===== config.mk =====
export PLATFORM = sky130hd
export DESIGN_NAME = crop_video_cfg_ctrl_flat
export DESIGN_NICKNAME = d
export VERILOG_FILES = /design/src/rtl/crop_video_cfg_ctrl_if.sv /design/src/rtl/crop_video_cfg_ctrl.sv /design/src/flat_wrapper.sv
export SDC_FILE = /design/constraint.sdc
export NUM_CORES = 1
export LEC_CHECK = 0
export ABC_CLOCK_PERIOD_IN_PS = 3300
export CAP_MARGIN = 40
export CORE_MARGIN = 1.5
export CORE_UTILIZATION = 40
export DETAILED_ROUTE_END_ITERATION = 16
export SLEW_MARGIN = 20
export SYNTH_ARGS = -nofsm -noshare
export SYNTH_HDL_FRONTEND = slang
export SYNTH_SLANG_ARGS = --single-unit

===== constraint.sdc =====
create_clock -name clk -period 3.3 [get_ports clk]
set_clock_uncertainty 0.15 [all_clocks]
set_input_delay 0.495 -clock clk [delete_from_list [all_inputs] [get_ports clk]]
set_output_delay 0.495 -clock clk [all_outputs]
set_load 0.05 [all_outputs]

===== src/rtl/crop_video_cfg_ctrl_if.sv =====
// rtl/crop_video_cfg_ctrl_if.sv - crop-window request handshake bus
interface crop_video_cfg_ctrl_if;
  logic        cfg_valid;
  logic        cfg_ready;
  logic [15:0] cfg_x;
  logic [15:0] cfg_y;
  logic [15:0] cfg_w;
  logic [15:0] cfg_h;

  modport master (
    output cfg_valid,
    output cfg_x,
    output cfg_y,
    output cfg_w,
    output cfg_h,
    input  cfg_ready
  );

  modport slave (
    input  cfg_valid,
    input  cfg_x,
    input  cfg_y,
    input  cfg_w,
    input  cfg_h,
    output cfg_ready
  );
endinterface


===== src/rtl/crop_video_cfg_ctrl.sv =====
// rtl/crop_video_cfg_ctrl.sv - crop window sequencer, commits checked windows on start-of-frame
// Optional: CROP_VIDEO_CFG_CLAMP_EN clamps illegal windows instead of dropping them.
module crop_video_cfg_ctrl #(
  parameter int FRAME_W = 1920,
  parameter int FRAME_H = 1080,
  parameter int RST_X   = 0,
  parameter int RST_Y   = 0,
  parameter int RST_W   = FRAME_W,
  parameter int RST_H   = FRAME_H
) (
  input  logic                       clk,
  input  logic                       rst,
  crop_video_cfg_ctrl_if.slave       cfg,
  input  logic                       cfg_flush,
  input  logic                       sof,
  output logic [15:0]                crop_x,
  output logic [15:0]                crop_y,
  output logic [15:0]                crop_width,
  output logic [15:0]                crop_height,
  output logic                       cfg_pending,
  output logic                       cfg_applied,
  output logic                       cfg_err
);

  localparam logic [1:0] IDLE    = 2'd0;
  localparam logic [1:0] CHECK   = 2'd1;
  localparam logic [1:0] PENDING = 2'd2;

  localparam logic [16:0] FW17 = 17'(FRAME_W);
  localparam logic [16:0] FH17 = 17'(FRAME_H);

  logic [1:0]  state;
  logic        ready_q;
  logic [15:0] req_x, req_y, req_w, req_h;
  logic [15:0] shd_x, shd_y, shd_w, shd_h;

  logic        chk_legal;
  logic        chk_take;
  logic [15:0] win_x, win_y, win_w, win_h;
  logic [16:0] sum_x, sum_y;

  assign cfg.cfg_ready = ready_q;

  // Sums are widened to 17 bits so e.g. x=65535,w=1 cannot wrap into range.
  assign sum_x = {1'b0, req_x} + {1'b0, req_w};
  assign sum_y = {1'b0, req_y} + {1'b0, req_h};

  assign chk_legal = (req_w != 16'd0) && (req_h != 16'd0) &&
                     (sum_x <= FW17) && (sum_y <= FH17);

`ifdef CROP_VIDEO_CFG_CLAMP_EN
  localparam logic [15:0] FW_MAX = 16'(FRAME_W - 1);
  localparam logic [15:0] FH_MAX = 16'(FRAME_H - 1);

  logic [15:0] w_min1, h_min1, room_x, room_y;

  always_comb begin
    win_x  = ({1'b0, req_x} >= FW17) ? FW_MAX : req_x;
    win_y  = ({1'b0, req_y} >= FH17) ? FH_MAX : req_y;
    w_min1 = (req_w == 16'd0) ? 16'd1 : req_w;
    h_min1 = (req_h == 16'd0) ? 16'd1 : req_h;
    // Room to the right/bottom edge is always >= 1 once x/y are clamped.
    room_x = 16'(FW17 - {1'b0, win_x});
    room_y = 16'(FH17 - {1'b0, win_y});
    win_w  = (w_min1 > room_x) ? room_x : w_min1;
    win_h  = (h_min1 > room_y) ? room_y : h_min1;
    chk_take = 1'b1;
  end
`else
  always_comb begin
    win_x    = req_x;
    win_y    = req_y;
    win_w    = req_w;
    win_h    = req_h;
    chk_take = chk_legal;
  end
`endif

  always_ff @(posedge clk or negedge rst) begin
    if (!rst) begin
      state       <= IDLE;
      ready_q     <= 1'b0;
      req_x       <= 16'd0;
      req_y       <= 16'd0;
      req_w       <= 16'd0;
      req_h       <= 16'd0;
      shd_x       <= 16'd0;
      shd_y       <= 16'd0;
      shd_w       <= 16'd0;
      shd_h       <= 16'd0;
      crop_x      <= 16'(RST_X);
      crop_y      <= 16'(RST_Y);
      crop_width  <= 16'(RST_W);
      crop_height <= 16'(RST_H);
      cfg_pending <= 1'b0;
      cfg_applied <= 1'b0;
      cfg_err     <= 1'b0;
    end else begin
      cfg_applied <= 1'b0;
      cfg_err     <= 1'b0;
      case (state)
        IDLE: begin
          if (cfg.cfg_valid && ready_q) begin
            req_x   <= cfg.cfg_x;
            req_y   <= cfg.cfg_y;
            req_w   <= cfg.cfg_w;
            req_h   <= cfg.cfg_h;
            ready_q <= 1'b0;
            state   <= CHECK;
          end else begin
            ready_q <= 1'b1;
          end
        end
        CHECK: begin
          cfg_err <= !chk_legal;
          if (chk_take) begin
            shd_x       <= win_x;
            shd_y       <= win_y;
            shd_w       <= win_w;
            shd_h       <= win_h;
            cfg_pending <= 1'b1;
            state       <= PENDING;
          end else begin
            ready_q <= 1'b1;
            state   <= IDLE;
          end
        end
        PENDING: begin
          // Flush has priority so a discarded window never reaches the cropper.
          if (cfg_flush) begin
            cfg_pending <= 1'b0;
            ready_q     <= 1'b1;
            state       <= IDLE;
          end else if (sof) begin
            crop_x      <= shd_x;
            crop_y      <= shd_y;
            crop_width  <= shd_w;
            crop_height <= shd_h;
            cfg_applied <= 1'b1;
            cfg_pending <= 1'b0;
            ready_q     <= 1'b1;
            state       <= IDLE;
          end
        end
        default: begin
          ready_q     <= 1'b0;
          cfg_pending <= 1'b0;
          state       <= IDLE;
        end
      endcase
    end
  end

endmodule


===== src/flat_wrapper.sv =====
// flat-port wrapper written by rule: the top's interface ports become plain ports
module crop_video_cfg_ctrl_flat 
#(
  parameter int FRAME_W = 1920,
  parameter int FRAME_H = 1080,
  parameter int RST_X   = 0,
  parameter int RST_Y   = 0,
  parameter int RST_W   = FRAME_W,
  parameter int RST_H   = FRAME_H
)
  (clk, rst, cfg_flush, sof, crop_x, crop_y, crop_width, crop_height, cfg_pending, cfg_applied, cfg_err, cfg_cfg_valid, cfg_cfg_x, cfg_cfg_y, cfg_cfg_w, cfg_cfg_h, cfg_cfg_ready);
  crop_video_cfg_ctrl_if cfg_i ();
  input  logic clk;
  input  logic rst;
  input  logic cfg_flush;
  input  logic sof;
  output logic [15:0] crop_x;
  output logic [15:0] crop_y;
  output logic [15:0] crop_width;
  output logic [15:0] crop_height;
  output logic cfg_pending;
  output logic cfg_applied;
  output logic cfg_err;
  input wire logic [$bits(cfg_i.cfg_valid)-1:0] cfg_cfg_valid;
  input wire logic [$bits(cfg_i.cfg_x)-1:0] cfg_cfg_x;
  input wire logic [$bits(cfg_i.cfg_y)-1:0] cfg_cfg_y;
  input wire logic [$bits(cfg_i.cfg_w)-1:0] cfg_cfg_w;
  input wire logic [$bits(cfg_i.cfg_h)-1:0] cfg_cfg_h;
  output wire logic [$bits(cfg_i.cfg_ready)-1:0] cfg_cfg_ready;
  assign cfg_i.cfg_valid = cfg_cfg_valid;
  assign cfg_i.cfg_x = cfg_cfg_x;
  assign cfg_i.cfg_y = cfg_cfg_y;
  assign cfg_i.cfg_w = cfg_cfg_w;
  assign cfg_i.cfg_h = cfg_cfg_h;
  assign cfg_cfg_ready = cfg_i.cfg_ready;
  crop_video_cfg_ctrl #(.FRAME_W(FRAME_W), .FRAME_H(FRAME_H), .RST_X(RST_X), .RST_Y(RST_Y), .RST_W(RST_W), .RST_H(RST_H)) u_core (.clk(clk), .rst(rst), .cfg(cfg_i), .cfg_flush(cfg_flush), .sof(sof), .crop_x(crop_x), .crop_y(crop_y), .crop_width(crop_width), .crop_height(crop_height), .cfg_pending(cfg_pending), .cfg_applied(cfg_applied), .cfg_err(cfg_err));
endmodule

==> results of run 1 <==
==> worst min-delay path, cell delays in order, from the launching register on <==
cell and delay (ns):
dfstp_2 0.37, nand2_1 0.05, nand2_1 0.04
==> synth_stat cells (7+ instances only) <==
cell,instances
nand2_1,216
dfrtp_1,190
mux2_2,80
mux2_4,49
ha_1,36
a21oi_1,23
nor2_1,21
clkbuf_1,19
a21o_1,14
xor2_1,11
o21ai_0,10
nand4_1,9
xnor2_1,9
dfstp_2,8
inv_1,8
nor4_1,8
a211oi_1,7
==> final cells by class <==
class                      instances  area share, %
inverter                           9          0.274
tap                              313           3.17
multi-input combinational        565           34.5
timing repair buffer             225           17.0
sequential                       198           40.2
clock inverter                    15           1.37
clock buffer                      17           3.45
==> power by group through the flow <==
stage               sequential, mW  clock [mW]  combinational [mW]
finish                        3.29        2.09                5.44
CTS                           3.30        2.14                5.43
floorplan                     3.30           0                3.47
detailed placement            3.35           0                5.35
global route                  3.36        2.25                5.99
global placement              3.33           0                5.30
==> routing by layer <==
metal | track usage (%) | vias to the layer above
met5 | 0 | -
met4 | 4.63 | 0
met3 | 3.39 | 10
met2 | 26.9 | 117
met1 | 27.5 | 3164
li1 | - | 3200
==> how the worst max path moves through the flow <==
| stage | slack [ns] | cells after the start | to |
|---|---|---|---|
| 2_1_floorplan | -0.09 | 13 | u_core.shd_h[0]$_DFFE_PN0N_ |
| 3_3_place_gp | -0.13 | 13 | u_core.shd_w[2]$_DFFE_PN0N_ |
| 3_5_place_dp | -0.15 | 12 | u_core.shd_w[5]$_DFFE_PN0N_ |
| 4_1_cts | -0.13 | 12 | u_core.shd_w[10]$_DFFE_PN0N_ |
| 5_1_grt | -0.26 | 12 | u_core.shd_w[13]$_DFFE_PN0N_ |
| 6_report | -0.16 | 13 | u_core.shd_w[2]$_DFFE_PN0N_ |
==> repair_timing <==
item	in CTS	in global routing
gates resized for setup	3	2
hold buffers	1	0
hold endpoints to repair	15	0
endpoints found under the setup margin	65	68
setup buffers	4	0
pin swaps	0	1
cloned	0	0
==> cells by family after synthesis <==
family / synth area share [%]
simple gates: 12.9
buf+inv: 2.30
compound gates: 6.69
xor+xnor: 1.87
flops: 53.1
mux: 17.9
fa+ha+maj: 5.24
==> impl.org, run 1 <==
** Run status
- The flow ran to the end, but the final reports show violations.
- The final reports fail on setup timing.

** Finish
- Non-filler instance count after layout :: 1342
- Fraction of final layout cells sized beyond drive strength 1 :: 27.3%
- In the final design database the tool counted 1123 nets.
- The sequential cells in the finished layout cover a total of 0.00496 mm^2.
- Non-Filler Cell Area, Final :: approximately 0.012 mm^2
- Cells fill 54.2% of the core in the end.
- Total inserted antenna cells :: 0
- Most used cells in the layout excluding fill and tap cells :: 215 x nand2_1, 190 x dfrtp_1, 135 x clkdlybuf4s50_1, 83 x buf_4, 79 x mux2_2
- Compared with the post-synthesis result, the final layout area differs by 31.9%.
- Number of fill cells :: 2019
- The library cell used most frequently in the layout, excluding fill and tap cells, is nand2_1.
- In the final layout, the multi-input gates occupy 0.00425 mm^2.

** Global route
- Pin count of the biggest net entering global routing :: 89
- Number of antenna violations at the first check in global routing :: 0
- Vias in the first global route :: 6524
- Global routing finished with a remaining overflow of 0.
- Global Route Usage Sum :: between 10% and 20%
- The first global-routing pass estimated 34500 um of wire.

** Power and ir drop
- For this design the total switching power over the nets is approximately 4.1 mW.
- Combinational logic is responsible for 50.3% of the overall power.
- The share of total power dissipated in the clock network is 19.3%.
- Power Density :: 878 mW/mm^2
- Max VDD drop :: 446 uV
- Cell internal power was estimated by the tool at 6.77 mW.
- The share of total power dissipated in sequential elements is between 30% and 40%.
- Net switching share of the total power :: between 30% and 40%
- The analysis attributes to cell leakage a power of 6.03 nW.
- The design draws 10.8 mW.

** Synth
- Counting every net in the synthesized netlist gives around 910.
- Number of enable flip-flop cells after synthesis :: 0
- During synthesis, Yosys emitted a total of 0 warnings.
- Post-synthesis average cell area :: 11.6 um^2
- Area share of the largest cell type after synthesis :: ~51%
- Ranked by total cell area, the synthesized netlist is headed by dfrtp_1 51%, mux2_2 9.6%, nand2_1 8.7%.
- Netlist cell types :: 58
- Counting flops and latches in the post-synthesis netlist gives 198.
- Flip-flop cell with the highest count after synthesis :: dfrtp_1
- Summing every instance area after synthesis gives 0.00936 mm^2.
- Largest area contributor in the synthesized netlist :: dfrtp_1
- Gate count after technology mapping :: 806
- For this run, asynchronously set or reset flops after synthesis account for 100%.
- For this run, the register share of the synthesized area comes to 53.1%.

** Floorplanning
- I/O Pins :: 137
- Width of the die :: 156 um
- The die covers 0.0243 mm^2.
- After floorplanning, the core was sized to cover 0.0228 mm^2.
- Die extent in y :: 156 um
- Initial standard-cell utilization of the core :: 41.1%
- Site Rows :: 55

** Routing
- After detailed routing, the number of remaining DRC violations is 0.
- Detailed-router iteration count before antenna repair :: 7
- Remaining antenna violation count :: 0
- After detailed routing, the wire length on met1 is 11000 um.
- Uppermost layer routed :: met4
- Initial detailed-routing violation count :: 269
- Detailed route wirelength on metal3 :: 854 um
- Routed wire length on met2 :: ~9000 um
- Dividing the detail-routed via count by the number of cells gives 4.84.
- Number of vias after detailed routing :: roughly 6500
- After detailed routing, the average wire length per cell comes to between 15 and 20 um.
- Summed over all layers, the routed wires come to 21200 um.

** STA
- Actual transition at the worst max-transition pin :: about 0.75 ns
- Max transition margin :: 50.2%
- Setup repair after global routing missed its margin :: true
- Count of pins over their slew limit :: 0
- Min cycle time layout :: between 3 and 4 ns
- Fmax achieved :: 289 MHz
- Dividing the final minimum period by the clock period gives 105%.
- After layout, the worst setup slack is -0.157 ns.
- Setup violations remaining at the end of the flow were counted as 65.
- Hold timing on the final database bottoms out at a slack of 0.309 ns.
- The count of endpoints failing hold in the final timing report was 0.
- Setup total negative slack :: -8.94 ns

** Place
- Buffers added on ports :: 136
- Timing analysis after detailed placement gives a worst setup slack of -0.149 ns.
- Summed over all nets, the half-perimeter wirelength after detailed placement is between 15000 and 20000 um.
- Counting tap cells, the placed design contains a total of 1306 instances.
- DP Area :: between 0.01 and 0.015 mm^2
- At the end of routability-driven placement, the weighted congestion stood at 0.865.

** Hold path
- The startpoint identified for the worst hold timing path is u_core.crop_width[9]$_DFFE_PN1P_.
- WHS Endpoint :: u_core.crop_width[9]$_DFFE_PN1P_
- The worst hold path passes through 2 cells.
- HP Class :: reg2reg

** Critical path
- Largest delay contributor family on the critical path :: compound AO/OA/AOI/OAI gates
- Maximum fanout along the worst path :: 22
- In this run the critical register-to-register path is captured at u_core.shd_w[2]$_DFFE_PN0N_.
- Counting both buffers and inverters, the worst setup path holds a total of 3.
- Cell Chain, Critical Path :: ha_1, a21o_1, and4_4, o31a_1, o21ai_2, buf_4, a31o_2, xor2_1, nor4bb_2, buf_4, nand2_4, buf_12, mux2_4
- Longest individual stage delay on the worst path :: around 0.40 ns
- STA classifies the critical path startpoint as a flip-flop.
- In this run the worst setup path begins at u_core.req_h[1]$_DFFE_PN0P_.
- Depth of the worst register-to-register path :: 13
- At the worst endpoint, the arrival time is between 3 and 4 ns.
- The worst register-to-register path begins at u_core.req_h[1]$_DFFE_PN0P_.
- Critical Path Most Common Cell :: buf_4
- Data on the critical path is required at its endpoint by 3.46 ns.
- Worst setup slack for register-to-register paths :: -0.16 ns
- Critical setup path kind :: reg2reg
- Critical Path End Type :: flip-flop
- On the critical path, the stage with the largest delay is an instance of dfrtp_1.

** CTS
- Clock tree synthesis selected as its root buffer the cell clkbuf_16.
- For this design, the sink count on the clock tree is 198.
- Worst-skew pair later-pin latency :: 0.43 ns
- Post-CTS clock slew at the launch and capture registers of the worst setup and hold paths :: 0.08 ns
- Max Buffers Root-to-Sink :: 2
- Number of H-tree levels :: 4
- Number of buffers added by the clock tree synthesis step :: 17
- TritonCTS clock tree :: done

** Job
- Across the run, the number of max-cap violations was 0.
(Power assumes the default switching activity.)
==> run 2, diff against run 1 <==
Settings changed: CORE_UTILIZATION 40 to 45, PLACE_DENSITY set to 0.71.
==> run 2 against run 1 <==
The flow still finishes with violations (setup timing). Flip-flop and latch count did not move. Largest power group unchanged. Non-clock buffer count fell by 11. Routed wire length fell by 1.6%. Global-route usage rose by 2.0 points. Final cell count fell by 4.0%. Largest cell class unchanged. Hold slack got worse by 0.0019 ns. Core utilization rose by 6.2 points.
==> impl.org, run 2 (same netlist as run 1, synthesis figures left out) <==
** CTS
- TritonCTS built the clock tree.
- In this run the deepest clock path goes through 2 buffers.
- CTS saw 198 sinks.
- Worst-skew pair later-pin latency :: 0.44 ns
- Post-CTS clock slew at the launch and capture registers of the worst setup and hold paths :: 0.07 ns
- The root buffer cell chosen for the clock tree is clkbuf_16.
- Number of buffers added by the clock tree synthesis step :: 17
- The H-tree was split into 4 levels.

** Hold path
- HP Class :: reg2reg
- Along the worst hold path, the cell count comes to 2.
- The worst hold path begins at u_core.crop_width[9]$_DFFE_PN1P_.
- For hold timing, the worst endpoint is u_core.crop_width[9]$_DFFE_PN1P_.

** Critical path
- The critical path is of the reg2reg type.
- Worst reg2reg path endpoint :: u_core.shd_y[11]$_DFFE_PN0N_
- At the worst endpoint, the required time is 3.47 ns.
- STA classifies the critical path endpoint as a flip-flop.
- Data on the critical path arrives at its endpoint at 3.63 ns.
- The largest individual stage delay along the critical path comes from the cell dfrtp_1.
- Longest individual stage delay on the worst path :: 0.39 ns
- The worst setup path is launched from a flip-flop.
- Along the worst path, the maximum fanout reaches 32.
- Worst setup slack for register-to-register paths :: -0.16 ns
- Crit Reg-Reg Startpoint :: u_core.req_y[0]$_DFFE_PN0P_
- Cell Chain, Critical Path :: ha_2, fa_2, a211oi_4, o31ai_4, a211oi_2, xnor2_1, a21oi_1, o31a_1, nor4_4, nand2_4, buf_12, mux2_4
- For the worst flop-to-flop path, the logic depth is 12.

** Floorplanning
- Die extent in y :: 147 um
- Width of the die :: 147 um
- The die covers between 0.02 and 0.025 mm^2.
- Core area :: 0.0203 mm^2
- The initial utilization of the core area, before any placement, comes to 46.1%.
- I/O Pins :: 137
- The floorplan has 52 rows.

** STA
- After layout, the worst path uses 105% of the clock period.
- Actual transition at the worst max-transition pin :: 0.697 ns
- Headroom to the max-slew limit came out at 53.1%.
- Setup repair after global routing missed its margin :: true
- Fin. Hold Viols :: 0
- Finish-stage setup viols :: 65
- Min cycle time layout :: roughly 3.5 ns
- Fin worst setup slack :: -0.158 ns
- Fmax achieved :: 289 MHz
- Count of pins over their slew limit :: 0

** Routing
- After detailed routing, the average wire length per cell comes to 16.2 um.
- Detailed Route WL :: 20900 um
- Detailed-router iteration count before antenna repair :: 5
- Initial detailed-routing violation count :: 260
- Number of vias after detailed routing :: 6547
- Once detail routing completed, the nets flagged for antenna violations numbered 0.
- Drc violations :: 0
- In the routed layout, each cell is associated on average with a via count of 5.08.

** Finish
- Synth-to-layout area growth :: 30.9%
- Multi-input combinational cell area :: 0.00426 mm^2
- Leaving out fill and tap cells, the most frequent cells in the layout are 215 x nand2_1, 190 x dfrtp_1, 135 x clkdlybuf4s50_1, 80 x mux2_2, 72 x buf_4.
- Non-filler instance count after layout :: 1288
- Fraction of final layout cells sized beyond drive strength 1 :: about a quarter
- The library cell used most frequently in the layout, excluding fill and tap cells, is nand2_1.
- Number of fill cells :: 1701
- Post-layout util :: 60.3%
- 0 antenna diodes ended up in the layout.
- Registers take 0.00496 mm^2.
- After the last flow step, the layout net total stands at 1112.

** Global route
- The via count of the first global-routing pass is 6560.
- Wire length of the first global-routing pass :: 34200 um
- Total global routing overflow :: 0
- Global Route Usage Sum :: 20.3%
- Entering global routing, the biggest net connects just under 80 pins.
- The number of antenna violations at the first check in global routing came to 0.

** Run status
- The checks that failed: setup timing.
- The flow ran to the end, but the final reports show violations.

** Place
- Buffers added on ports :: roughly 140
- The wire-length estimate of the detail-placed layout is between 15000 and 20000 um.
- Number of placed instances, taps included :: 1253
- Last weighted congestion value of the routability-driven placer :: around 0.85

** Job
- MaxCap Viol Count :: 0

** Power and ir drop
- Static leakage :: 6.02 nW
- Power Density :: 897 mW/mm^2
- The worst-case IR drop observed on VDD is ~480 uV.
[run 2: cell types whose count changed in the layout (fill, tap and decap cells not counted), moves of 3 or more]
cell / before / now
clkinv_8: 3 / 0
clkbuf_8: 1 / 4
bufinv_16: 1 / 4
buf_4: 83 / 72
inv_6: 6 / 2
[run 2: worst max path at each step]
| stage | from | to | cells past startpoint |
|---|---|---|---|
| 6_report | u_core.req_y[0]$_DFFE_PN0P_ | u_core.shd_y[11]$_DFFE_PN0N_ | 12 |
| 5_1_grt | u_core.req_y[0]$_DFFE_PN0P_ | u_core.shd_y[11]$_DFFE_PN0N_ | 13 |
| 4_1_cts | u_core.req_y[0]$_DFFE_PN0P_ | u_core.shd_w[1]$_DFFE_PN0N_ | 12 |
| 3_5_place_dp | u_core.req_h[1]$_DFFE_PN0P_ | u_core.shd_h[0]$_DFFE_PN0N_ | 12 |
| 3_3_place_gp | u_core.req_h[1]$_DFFE_PN0P_ | u_core.shd_y[2]$_DFFE_PN0N_ | 12 |
| 2_1_floorplan | u_core.req_h[0]$_DFFE_PN0P_ | u_core.shd_h[0]$_DFFE_PN0N_ | 13 |
[run 2: power by group]
part | switching (mW) | internal [mW]
combinational | 2.63 | 2.77
clock | 0.911 | 1.34
sequential | 0.431 | 2.91
total | 3.97 | 7.01
[run 2: metrics by stage]
step	cell area (um^2)	setup slack, ns	setup TNS [ns]	hold WS, ns	power (mW)
finish	12300	-0.158	-8.34	0.307	11.0
global route	12300	-0.304	-18.31	0.327	11.7
CTS	12200	-0.152	-8.72	0.309	11.0
detailed placement	11600	-0.238	-14.25	0.299	8.62
global placement	11600	-0.178	-10.87	0.298	8.49
floorplan	9390	-0.0853	-4.16	0.0494	6.77
[run 2: layer usage]
layer / up-vias / global-route usage [%] / routed length (um)
met4: 0 / 6.35 / 304
met3: 25 / 3.70 / 790
met1: 3201 / 29.3 / 10300
li1: 3194 / - / -
met2: 127 / 31.0 / 9490
met5: - / 0 / 0
[run 2: repair_timing]
item | 4_1_cts | 5_1_grt
gates resized for setup | 3 | 2
hold buffers | 1 | 0
gates cloned | 0 | 0
setup buffers | 1 | 1
endpoints found under the setup margin | 66 | 67
pin swaps | 0 | 1
endpoints found under the hold margin | 71 | 0
[run 2: worst max-delay path: cells and delay by family, from the launching register on]
family / cells / cell delay [ns]
mux: 1 / 0.33
xor+xnor: 1 / 0.14
simple gates: 2 / 0.46
flops: 1 / 0.39
buf+inv: 1 / 0.20
fa+ha+maj: 2 / 0.60
compound gates: 5 / 1.05
[run 2: final cells by class]
cell class	count	share of cell area [%]
clock buffers	22	3.87
clock inverters	10	1.36
inverters	9	0.276
multi-input cells	565	34.8
flip-flops and latches	198	40.5
well taps	270	2.76
repair buffers	214	16.5
